--- src/rtl/parking_pkg.sv ---
// Shared definitions for the parking-lane sensor generator and the
// entry/exit detector.
//   sensor_phase_t   : phase of a car passage (IDLE, P1, P2, P3)
//   fsm_state_t      : generator FSM state (phase + reversing flag),
//                      kept as one struct so checkers can bind to it
//   ENTRY_PAT/EXIT_PAT : {b,a} sensor pattern for P1..P3
//   DIR_ENTRY/DIR_EXIT : command direction encoding
//   phase_pat()      : {b,a} pattern for a given direction and phase
package parking_pkg;

  typedef enum logic [1:0] {
    IDLE = 2'd0,
    P1   = 2'd1,
    P2   = 2'd2,
    P3   = 2'd3
  } sensor_phase_t;

  typedef struct packed {
    sensor_phase_t phase;
    logic          rev;    // 1 = replaying phases backwards after an abort
  } fsm_state_t;

  localparam logic DIR_ENTRY = 1'b0;
  localparam logic DIR_EXIT  = 1'b1;

  // Patterns are {b,a}: a = outer beam, b = inner beam.
  localparam logic [1:0] ENTRY_PAT [1:3] = '{2'b01, 2'b11, 2'b10};
  localparam logic [1:0] EXIT_PAT  [1:3] = '{2'b10, 2'b11, 2'b01};

  function automatic logic [1:0] phase_pat(input logic dir, input sensor_phase_t ph);
    logic [1:0] pat;
    pat = 2'b00;
    case (ph)
      P1:      pat = (dir == DIR_EXIT) ? EXIT_PAT[1] : ENTRY_PAT[1];
      P2:      pat = (dir == DIR_EXIT) ? EXIT_PAT[2] : ENTRY_PAT[2];
      P3:      pat = (dir == DIR_EXIT) ? EXIT_PAT[3] : ENTRY_PAT[3];
      default: pat = 2'b00;
    endcase
    return pat;
  endfunction

endpackage

--- src/rtl/parking_dwell_timer.sv ---
// Phase dwell timer: loads a start value and counts down to zero, then
// holds at zero (never wraps).
//   clk, rst_n : clock, asynchronous active-low reset
//   load       : load load_val this cycle (wins over counting)
//   load_val   : value to load (phase length minus one)
//   zero       : counter is at zero (current cycle is the last of the phase)
module parking_dwell_timer #(
  parameter int DWELL_W = 8
) (
  input  logic               clk,
  input  logic               rst_n,
  input  logic               load,
  input  logic [DWELL_W-1:0] load_val,
  output logic               zero
);

  logic [DWELL_W-1:0] cnt_q;

  always_ff @(posedge clk or negedge rst_n) begin
    if (!rst_n) begin
      cnt_q <= '0;
    end else if (load) begin
      cnt_q <= load_val;
    end else if (cnt_q != '0) begin
      cnt_q <= cnt_q - DWELL_W'(1);
    end
  end

  assign zero = (cnt_q == '0);

endmodule

--- src/rtl/parking_sensor_gen.sv ---
// Parking-lane beam sensor generator. One accepted command plays one car
// passage on the outer (a) and inner (b) beam sensors, each phase held for
// max(cmd_dwell,1) cycles. An abort during the forward sequence replays the
// visited phases in reverse, modelling a car that backs out.
//   clk, rst_n : clock, asynchronous active-low reset
//   cmd_valid / cmd_ready : command handshake
//   cmd_dir    : 0 entry, 1 exit (sampled on accept)
//   cmd_dwell  : cycles per phase, 0 treated as 1 (sampled on accept)
//   abort      : start a reversal (only while moving forward)
//   a, b       : outer / inner beam, 1 = blocked (registered)
//   busy       : passage or reversal in progress (registered)
//   done       : 1-cycle pulse when a passage completes (registered)
//   aborted    : 1-cycle pulse when a reversal completes (registered)
//
// Handshake: a command transfers on a rising edge where cmd_valid and
// cmd_ready are both 1. cmd_ready is high exactly while the FSM is IDLE; a
// command offered while busy is not stored and has no effect.
module parking_sensor_gen
  import parking_pkg::*;
#(
  parameter int DWELL_W = 8
) (
  input  logic               clk,
  input  logic               rst_n,
  input  logic               cmd_valid,
  output logic               cmd_ready,
  input  logic               cmd_dir,
  input  logic [DWELL_W-1:0] cmd_dwell,
  input  logic               abort,
  output logic               a,
  output logic               b,
  output logic               busy,
  output logic               done,
  output logic               aborted
);

  fsm_state_t         st_q, st_d;
  logic               dir_q, dir_d;
  logic [DWELL_W-1:0] dm1_q, dm1_d;     // latched phase length minus one
  logic [1:0]         pat_q;            // {b,a}
  logic               busy_q, done_q, aborted_q;
  logic               done_d, aborted_d;
  logic               load;
  logic [DWELL_W-1:0] load_val;
  logic               zero;

  parking_dwell_timer #(.DWELL_W(DWELL_W)) u_timer (
    .clk      (clk),
    .rst_n    (rst_n),
    .load     (load),
    .load_val (load_val),
    .zero     (zero)
  );

  always_ff @(posedge clk or negedge rst_n) begin
    if (!rst_n) begin
      st_q      <= '{phase: IDLE, rev: 1'b0};
      dir_q     <= DIR_ENTRY;
      dm1_q     <= '0;
      pat_q     <= 2'b00;
      busy_q    <= 1'b0;
      done_q    <= 1'b0;
      aborted_q <= 1'b0;
    end else begin
      st_q      <= st_d;
      dir_q     <= dir_d;
      dm1_q     <= dm1_d;
      // Outputs are registered from the next state so they line up with it.
      pat_q     <= phase_pat(dir_d, st_d.phase);
      busy_q    <= (st_d.phase != IDLE);
      done_q    <= done_d;
      aborted_q <= aborted_d;
    end
  end

  always_comb begin
    st_d      = st_q;
    dir_d     = dir_q;
    dm1_d     = dm1_q;
    load      = 1'b0;
    load_val  = dm1_q;
    done_d    = 1'b0;
    aborted_d = 1'b0;

    case (st_q.phase)
      IDLE: begin
        if (cmd_valid) begin
          st_d.phase = P1;
          st_d.rev   = 1'b0;
          dir_d      = cmd_dir;
          dm1_d      = (cmd_dwell == '0) ? '0 : cmd_dwell - DWELL_W'(1);
          load       = 1'b1;
          load_val   = dm1_d;
        end
      end
      default: begin
        if (!st_q.rev && abort) begin
          // Abort beats normal advance, including the last cycle of P3;
          // the remaining dwell of the current phase is dropped.
          case (st_q.phase)
            P1: begin
              st_d.phase = IDLE;
              aborted_d  = 1'b1;
            end
            P2: begin
              st_d.phase = P1;
              st_d.rev   = 1'b1;
              load       = 1'b1;
            end
            default: begin
              st_d.phase = P2;
              st_d.rev   = 1'b1;
              load       = 1'b1;
            end
          endcase
        end else if (zero) begin
          if (!st_q.rev) begin
            case (st_q.phase)
              P1: begin
                st_d.phase = P2;
                load       = 1'b1;
              end
              P2: begin
                st_d.phase = P3;
                load       = 1'b1;
              end
              default: begin
                st_d.phase = IDLE;
                done_d     = 1'b1;
              end
            endcase
          end else begin
            // Reversal only ever visits P2 and P1.
            if (st_q.phase == P1) begin
              st_d.phase = IDLE;
              st_d.rev   = 1'b0;
              aborted_d  = 1'b1;
            end else begin
              st_d.phase = P1;
              load       = 1'b1;
            end
          end
        end
      end
    endcase
  end

  assign cmd_ready = (st_q.phase == IDLE);
  assign a         = pat_q[0];
  assign b         = pat_q[1];
  assign busy      = busy_q;
  assign done      = done_q;
  assign aborted   = aborted_q;

endmodule

--- config.mk ---
export PLATFORM = sky130hd
export DESIGN_NAME = parking_sensor_gen
export DESIGN_NICKNAME = d
export VERILOG_FILES = /design/src/rtl/parking_pkg.sv /design/src/rtl/parking_dwell_timer.sv /design/src/rtl/parking_sensor_gen.sv
export SDC_FILE = /design/constraint.sdc
export NUM_CORES = 1
export LEC_CHECK = 0
export ABC_AREA = 1
export BUFFER_PORTS_ARGS = -buffer_cell sky130_fd_sc_hd__buf_4
export CORE_MARGIN = 10
export CORE_UTILIZATION = 38
export CTS_CLUSTER_DIAMETER = 120
export DETAILED_ROUTE_END_ITERATION = 7
export PLACE_DENSITY = 0.6
export SLEW_MARGIN = 5
export SYNTH_ARGS = -nofsm -noshare
export SYNTH_HDL_FRONTEND = slang
export SYNTH_SLANG_ARGS = --single-unit
--- constraint.sdc ---
create_clock -name clk -period 2 [get_ports clk]
set_input_delay 0.3 -clock clk [delete_from_list [all_inputs] [get_ports clk]]
set_output_delay 0.3 -clock clk [all_outputs]
set_load 0.02 [all_outputs]
# ---- Word-level counts from Yosys, hierarchy flattened
# Cells that the tools add are included.
# Widths: inputs -> output; s select.
dict set report op_classes {
  addsub 2
  eq_ne 7
  n_mux 37
  reduce_logical 11
}
# operator n
set op_table {}
lappend op_table {{$mux 8} 5}
lappend op_table {{$mux 1} 22}
lappend op_table {{$logic_not 8->1} 2}
lappend op_table {{$sub 8x1->8 const B} 2}
lappend op_table {{$mux 3} 4}
lappend op_table {{$pmux 2 s2} 2}
lappend op_table {{$reduce_bool 8->1} 1}
lappend op_table {{$eq 2x2->1 const B} 3}
lappend op_table {{$mux 2} 3}
lappend op_table {{$pmux 2 s3} 1}
lappend op_table {{$eq 2x1->1 const B} 2}
lappend op_table {{$reduce_bool 2->1} 2}
lappend op_table {{$ne 3x3->1 const B} 1}
lappend op_table {{$reduce_and 3->1} 1}
lappend op_table {{$reduce_bool 3->1} 1}
lappend op_table {{$logic_not 2->1} 1}
lappend op_table {{$ne 2x2->1 const B} 1}
lappend op_table {{$reduce_or 2->1} 1}
lappend op_table {{$logic_and 1x1->1} 1}
lappend op_table {{$logic_not 1->1} 1}
dict set report totals {
  ff_bits 25
  inputBits 13
  out_inout_bits 6
  word_cells 66
}

# ---- Longest topological paths before layout
# Gate-level depths: netlist (run 1).
dict set report logic_depth {
  depth_word 8
  ltp_mapped 11
  depth_no_buf 11
}

# ---- Cells and area by module
# A second synthesis (run 1) with hierarchy kept.
dict set report hier_totals {
  hier_cells 192
  hier_area_um2 1482.7
}
# module instances cells_per_inst area_each_um2 seq_area_each_um2
set by_module_without_submodules {}
lappend by_module_without_submodules {parking_sensor_gen 1 121 969.7 425.4}
lappend by_module_without_submodules {parking_dwell_timer 1 71 513.0 200.2}

# ---- Worst setup path after synthesis (run 1)
# Ideal clock, no wire load.
dict set report synth_timing {
  path_kind {flip-flop to flip-flop}
  start {register st_q[2] (netlist name)}
  end {register pat_q[1]}
  setup_time_ns 0.120
  arrival_ns 1.622
  t_required_ns 1.880
  slack_ns 0.257
  path_stages_with_launch 10
  path_buffers 0
  synth_period_minus_slack_ns 1.743
  cell_sequence {dfrtp_1 inv_1 ha_1 nand2_2 inv_2 or2_1 o21a_1 inv_1 o21ai_1 nand2_1}
}
dict set report synth_via {
  word_cells_on_any_way 18
  classes_between {eq/ne: 5; mux: 12; reduce/logical: 1}
}
# item line_no
set synth_lines {}
lappend synth_lines {{from (decl)} parking_sensor_gen.sv:37} ;# fsm_state_t st_q, st_d;
lappend synth_lines {{from (signal assigned)} parking_sensor_gen.sv:57} ;# st_q <= '{phase: IDLE, rev: 1'b0};
lappend synth_lines {{from (signal assigned)} parking_sensor_gen.sv:65} ;# st_q <= st_d;
lappend synth_lines {{$logic_not 2->1 *} --}
lappend synth_lines {{net cmd_ready} parking_sensor_gen.sv:26} ;# output logic cmd_ready,
lappend synth_lines {{$mux 1 *} parking_sensor_gen.sv:85} ;# case (st_q.phase)
lappend synth_lines {{net dir_d} parking_sensor_gen.sv:38} ;# logic dir_q, dir_d;
lappend synth_lines {{$mux 2 (on tied branches)} {parking_pkg.sv:36, parking_pkg.sv:34}}
lappend synth_lines {{$pmux 2 s3 *} parking_pkg.sv:33} ;# case (ph)
lappend synth_lines {{to (signal assigned)} parking_sensor_gen.sv:69} ;# pat_q <= phase_pat(dir_d, st_d.phase);
lappend synth_lines {{to (decl)} parking_sensor_gen.sv:40} ;# logic [1:0] pat_q;
# The timed path passes the listed nets; every way through them passes the cells marked *. The select of a mux whose other input is x is not followed.
# A chain may end at the register's enable or synchronous reset.

# ---- Final worst setup path (run 1)
dict set report layout_timing {
  start {register st_q[1] (netlist name)}
  end {register pat_q[0]}
}
dict set report layout_via {
  word_cells_on_any_way 18
  classes_between {eq/ne: 5; mux: 12; reduce/logical: 1}
}
# item line_no
set layout_lines {}
lappend layout_lines {{$logic_not 2->1 *} parking_sensor_gen.sv:85}
lappend layout_lines {{$mux 1 *} parking_sensor_gen.sv:85}
lappend layout_lines {{net dir_d} parking_sensor_gen.sv:38}
lappend layout_lines {{$mux 2 (on tied branches)} {parking_pkg.sv:36, parking_pkg.sv:34}}
lappend layout_lines {{$pmux 2 s3 *} parking_pkg.sv:33}
# Marks and branches as above.

==> results of run 1 <==
==> worst min path at each step <==
stage / startpoint / end / slack, ns / depth (start not counted)
5_1_grt: cmd_dwell[0] / dm1_q[0]$_DFF_PN0_ / 0.25 / 2
6_report: cmd_dwell[0] / dm1_q[0]$_DFF_PN0_ / 0.24 / 2
4_1_cts: cmd_dwell[0] / dm1_q[0]$_DFF_PN0_ / 0.24 / 2
3_3_place_gp: rst_n / dm1_q[4]$_DFF_PN0_ / 0.22 / 1
3_5_place_dp: rst_n / dm1_q[4]$_DFF_PN0_ / 0.22 / 1
2_1_floorplan: rst_n / aborted$_DFF_PN0_ / 0.004 / 0
==> kinds of logic after synthesis <==
| logic type | Yosys count | synth area share |
|---|---|---|
| fa+ha+maj | 8 | 0.0636 |
| simple gates | 98 | 0.308 |
| buf+inv | 31 | 0.0811 |
| xor+xnor | 10 | 0.0556 |
| compound gates | 25 | 0.0946 |
| flops | 25 | 0.397 |
==> final cells by class <==
type	instances	area, um2
Multi-Input combinational cell	141	821
Clock inverter	1	7.51
Sequential cell	25	626
Timing Repair Buffer	20	153
Clock buffer	3	41.3
Inverter	29	109
Fill cell	403	2180
Tap cell	50	62.6
==> state kept, by name, indices dropped and copies added, names as in the netlist <==
name / cells
pat_q: 2
aborted: 1
dm1_q: 8
st_q: 3
u_timer.cnt_q: 8
busy: 1
dir_q: 1
done: 1
==> power by group through the flow <==
stage | logic, W | clock network [W] | registers [W]
detailed placement | 0.00152 | 0 | 0.000875
CTS | 0.00153 | 0.000317 | 0.000868
floorplan | 0.00117 | 0 | 0.000894
finish | 0.00151 | 0.000301 | 0.000869
global placement | 0.00150 | 0 | 0.000876
global route | 0.00173 | 0.000338 | 0.000894
==> what timing repair did <==
action | CTS | global route
endpoints found under the setup margin | 0 | 0
resized for setup | 0 | 0
hold endpoints to repair | 25 | 0
hold buffers | 1 | 0
==> synthesized netlist by cell type, types with 2 or more instances <==
| cell | count | area, um2 |
|---|---|---|
| o21ai_0 | 9 | 45.0 |
| nand2_4 | 2 | 22.5 |
| nand2_1 | 41 | 154 |
| nor2_1 | 16 | 60.1 |
| nand3_2 | 3 | 30.0 |
| xor2_1 | 9 | 78.8 |
| dfrtp_1 | 25 | 626 |
| o21ai_2 | 3 | 26.3 |
| nor3_1 | 3 | 15.0 |
| nand3_1 | 18 | 90.1 |
| nor2_2 | 2 | 12.5 |
| inv_1 | 23 | 86.3 |
| inv_2 | 6 | 22.5 |
| o21ai_1 | 4 | 20.0 |
| a21oi_1 | 4 | 20.0 |
| nand2_2 | 7 | 43.8 |
| ha_1 | 8 | 100 |
==> layer usage <==
metal | up-vias | global-route usage | share of wire
li1 | 669 | - | -
met1 | 568 | 0.115 | 0.49
met2 | 23 | 0.144 | 0.46
met3 | 2 | 0.0271 | 0.041
met4 | 0 | 0.0180 | 0.0076
met5 | - | 0 | 0
==> per-stage QoR <==
| stage | hold WS [ns] | instance area, um2 | total power (W) | worst slack [ns] | util |
|---|---|---|---|---|---|
| floorplan | 0.00441 | 1570 | 0.00206 | 0.257 | - |
| global placement | 0.225 | 1760 | 0.00238 | 0.289 | 0.440 |
| detailed placement | 0.224 | 1760 | 0.00240 | 0.246 | 0.440 |
| CTS | 0.236 | 1820 | 0.00271 | 0.226 | 0.455 |
| global route | 0.249 | 1820 | 0.00296 | 0.0447 | 0.455 |
| finish | 0.241 | 1820 | 0.00268 | 0.231 | 0.455 |
==> worst max-delay path, cell delays in order (launching register included) <==
cell and delay, ns:
dfrtp_1 0.41, inv_1 0.13, ha_1 0.38, nand2_2 0.10
buf_4 0.20, o21a_1 0.21, o21ai_0 0.17, nand2_1 0.07
==> metrics.yaml, run 1 <==
run_status:
  outcome: "finished clean"
clock_network:
  tritoncts: "done"
  clk_pin_slew_ns: 0.09
  postCtsSetupBuffers: 0
  clockRootBuffer: "clkbuf_8"
  worst_skew_pair.late_latency_ns: 0.27
  cts_buffer_depth: 2
  cts_max_level: 1
  cts_buffers: 3
  clock-sinks: 25
synthesis:
  synthCells: 197
  synth_seq_cells: 25
  yosysWarnings: 0
  ys_async_sr_fraction: 1.00
  synth_flop_cell: "dfrtp_1"
  synth_edf_count: 0
  yosysSeqAreaShare: 0.397
  syn-num-nets: 218
  synth_cell_type_count: 31
  syn-cell-area_um2: 1570
  postSynthAreaPerCell_um2: 7.99
timing:
  setup_violations: 0
  slew_violations: 0
  fin_crit_sh: 0.884
  skew_ns: 0.00163
  worst_slew_pin_slew_ns: 0.342
  fin_tns_setup_ns: 0
  slew_headroom: 0.772
  fin_crit_ns: 1.77
  rsz0062_at_grt: "no"
  fmax_ghz: 0.565
  hold_violations: 0
critical_path:
  cp.required_ns: 2.16
  critPathMaxFanout: 12
  r2r-start: "st_q[1]$_DFF_PN0_"
  crit_path_end: "pat_q[0]$_DFF_PN0_"
  crit_path_start_kind: "flip-flop"
  r2r_cells: 7
  regToRegEndpoint: "pat_q[0]$_DFF_PN0_"
  critPathCaptureType: "flip-flop"
  critPathArrivalTime_ns: 1.93
  critPathLaunch: "st_q[1]$_DFF_PN0_"
  critical_path_class: "reg2reg"
  r2r_slack_ns: 0.23
detailed_routing:
  drt_first_pass_iters: 5
  drt_iter0_markers: 50
  viasPerCell: 4.69
  num_vias: 1262
  antenna_left: 0
  wire_per_inst_um: 11.8
  drcViolationCount: 0
  routed_wl_mm: 3.17
pwr:
  p_per_area_nw_per_um2: 1470
  p_int_w: 0.00144
  power.switching_w: 0.00124
  irDropWorstVdd_mv: 0.643
  clockPowerShare: 0.112
  p_comb_frac: 0.563
  leakage_nw: 0.972
  p_seq_frac: 0.324
  swShare: 0.462
flow_run:
  max_cap_viol_count: 0
finish:
  drive_gt1_frac: 0.228
  final_cell_count_no_fill: 269
  layout_commonest_cell: "nand2_1"
  insertedDiodeCount: 0
  final_nets: 241
  final_cell_mix: "nand2_1, dfrtp_1, inv_1"
  areaGrowthSynthToFinish_pct: 15.6
placed_design:
  place_congestion: 0.811
  hpwl_mm: 2.55
  numPortBuffers: 18
  dp_cells: 264
global_routing:
  grt_overflow: 0
  grt.total_usage: 0.0893
  grt_pass1_vias: 1233
  grt_start_max_net_pins: 26
  antenna_found_initial: 0
  grt_pass1_wl_mm: 5.50
floorplan:
  core_area_um2: 4000
  row_count: 23
  start_util: 0.393
  io_pins: 19
  fp.dieW_um: 84.4
  fp.dieH_um: 84.4
  dieArea_um2: 7120
min_path:
  min_path_type: "in2reg"
Note: power is estimated with default switching activity, not from simulation.
==> inputs of run 2 (changes only) <==
- clock period: 2 -> 2.2 ns (I/O delays scaled with it)
==> run 2 against run 1 <==
Cell area decreased by 0.21%. Combinational power decreased by 11%. Cell count unchanged. Total power decreased by 10%. Sequential share of layout area increased by 0.071 points. Count of clock-buffer cells in the layout increased by 1. Critical path type unchanged. Largest power group unchanged.
==> metrics.yaml, run 2 (synthesis gave the netlist of run 1 again) <==
critical_path:
  critPathArrivalTime_ns: 1.97  # +0.04 ns
  critPathLaunch: "st_q[2]$_DFF_PN0_"
  crit_path_start_kind: "flip-flop"
  r2r_cells: 9  # +2
  r2r_slack_ns: 0.39  # +0.16 ns
  critPathMaxFanout: 7  # -5
  critPathCaptureType: "flip-flop"
  regToRegEndpoint: "pat_q[1]$_DFF_PN0_"
  r2r-start: "st_q[2]$_DFF_PN0_"
  crit_path_end: "pat_q[1]$_DFF_PN0_"
  critical_path_class: "reg2reg"
  cp.required_ns: 2.36  # +0.20 ns
finish:
  drive_gt1_frac: 0.224  # -0.00457
  final-seq-area_um2: 626  # unchanged
  final_nets: 241  # unchanged
  insertedDiodeCount: 0  # unchanged
  top_regs: "dm1_q: 8 flops, u_timer.cnt_q: 8 flops, st_q: 3 flops"
  multi_input_area_um2: 821  # unchanged
  areaGrowthSynthToFinish_pct: 15.3
  layout_commonest_cell: "nand2_1"
  fill_cells: 411  # +2.0%
  final_cell_mix: "nand2_1, dfrtp_1, inv_1"
detailed_routing:
  drt_iter0_markers: 79  # +58%
  wire_per_inst_um: 11.2  # -5.0%
  drcViolationCount: 0  # unchanged
  viasPerCell: 4.60  # -1.9%
  antenna_left: 0  # unchanged
  routed_wl_mm: 3.01  # -5.0%
  drt_first_pass_iters: 4  # -1
  num_vias: 1238  # -1.9%
clock_network:
  cts_buffer_depth: 2  # unchanged
  clock-sinks: 25  # unchanged
  postCtsSetupBuffers: 0  # unchanged
  cts_hold_buf: 1  # unchanged
  tritoncts: "done"
  cts_buffers: 3  # unchanged
  clockRootBuffer: "clkbuf_8"
  cts_max_level: 1  # unchanged
  worst_skew_pair.late_latency_ns: 0.27  # about the same
  cts_resized: 0  # unchanged
  clk_pin_slew_ns: 0.08  # about the same
timing:
  rsz0062_at_grt: "no"
  fin_crit_ns: 1.81  # +0.0437 ns
  hold_violations: 0  # unchanged
  fin_crit_sh: 0.824  # -0.0605
  fin_tns_setup_ns: 0  # unchanged
  hold_slack_ns: 0.267  # +0.0259 ns
  setup_violations: 0  # unchanged
  slew_violations: 0  # unchanged
  fmax_ghz: 0.552  # -2.4%
  skew_ns: 0.00240  # +0.000766 ns
  worst_slew_pin_slew_ns: 0.349  # +0.00699 ns
  slew_headroom: 0.768  # -0.00466
global_routing:
  grt.met1_usage: 0.108  # -0.00666
  grt_overflow: 0  # unchanged
  antenna_found_initial: 0  # unchanged
  grt_use_met2: 0.134  # -0.00968
  grt.total_usage: 0.0848  # -0.00452
  met3_usage: 0.0222  # -0.00483
  grt_pass1_wl_mm: 5.21  # -5.3%
  grt_pass1_vias: 1196  # -3.0%
  gr-max-usage-layer: "met2"
  grt_start_max_net_pins: 26  # unchanged
floorplan:
  fp.dieW_um: 84.4  # unchanged
  dieArea_um2: 7120  # unchanged
  start_util: 0.393  # unchanged
  row_count: 23  # unchanged
  io_pins: 19  # unchanged
  fp.dieH_um: 84.4  # unchanged
  core_area_um2: 4000  # unchanged
placed_design:
  numPortBuffers: 18  # unchanged
  hpwl_mm: 2.40  # -5.9%
  place_congestion: 0.806  # -0.67%
flow_run:
  max_cap_viol_count: 0  # unchanged
pwr:
  leakage_nw: 0.973  # +0.11%
  p_per_area_nw_per_um2: 1330  # -9.8%
  irDropWorstVdd_mv: 0.547  # -15%
min_path:
  min_path_type: "in2reg"
  min_from: "cmd_dwell[0]"
run_status:
  outcome: "finished clean"
[run 2: cell types whose count changed in the layout (fill, tap and decap cells not counted), sizes merged]
cell | previous run | this run
clkbuf | 3 | 4
clkinvlp | 1 | 0
[run 2: routing by layer]
layer / vias up / wire length [um]
met2: 28 / 1330
li1: 668 / -
met3: 5 / 149
met4: 0 / 42
met5: - / 0
met1: 537 / 1490
[run 2: worst min-delay path by stage]
stage,to,slack (ns),depth (start not counted)
3_3_place_gp,dm1_q[3]$_DFF_PN0_,0.26,1
3_5_place_dp,dm1_q[2]$_DFF_PN0_,0.25,1
5_1_grt,dm1_q[0]$_DFF_PN0_,0.28,2
2_1_floorplan,aborted$_DFF_PN0_,0.03,0
6_report,dm1_q[0]$_DFF_PN0_,0.27,2
4_1_cts,dm1_q[0]$_DFF_PN0_,0.27,2
[run 2: worst max-delay path, cell delays in order, from the launching register on]
cell     delay [ns]
dfrtp_1        0.42
inv_1          0.11
ha_1           0.37
nand2_2        0.14
inv_2          0.11
or2_1          0.10
o21a_1         0.17
inv_1          0.07
o21ai_1        0.13
nand2_1        0.06
[run 2: power by group]
part           switching, W  total [W]  internal (W)
combinational      0.000843    0.00135      0.000511
clock              0.000142   0.000272      0.000130
sequential         0.000115   0.000786      0.000671
[run 2: area by class of cell]
| type | instances | area share |
|---|---|---|
| clock buffer | 4 | 0.0248 |
| inverter | 29 | 0.0600 |
| multi-input combinational | 141 | 0.452 |
| sequential | 25 | 0.345 |
| tap | 50 | 0.0345 |
| timing repair buffer | 20 | 0.0841 |
[run 2: per-stage QoR]
step | total power [W] | instance area [um2] | cells | util | setup slack (ns)
floorplan | 0.00187 | 1570 | 197 | - | 0.457
global placement | 0.00215 | 1760 | 264 | 0.440 | 0.435
detailed placement | 0.00216 | 1760 | 264 | 0.440 | 0.409
CTS | 0.00244 | 1820 | 269 | 0.454 | 0.374
global route | 0.00265 | 1820 | 269 | 0.454 | 0.221
finish | 0.00241 | 1820 | 269 | 0.454 | 0.388
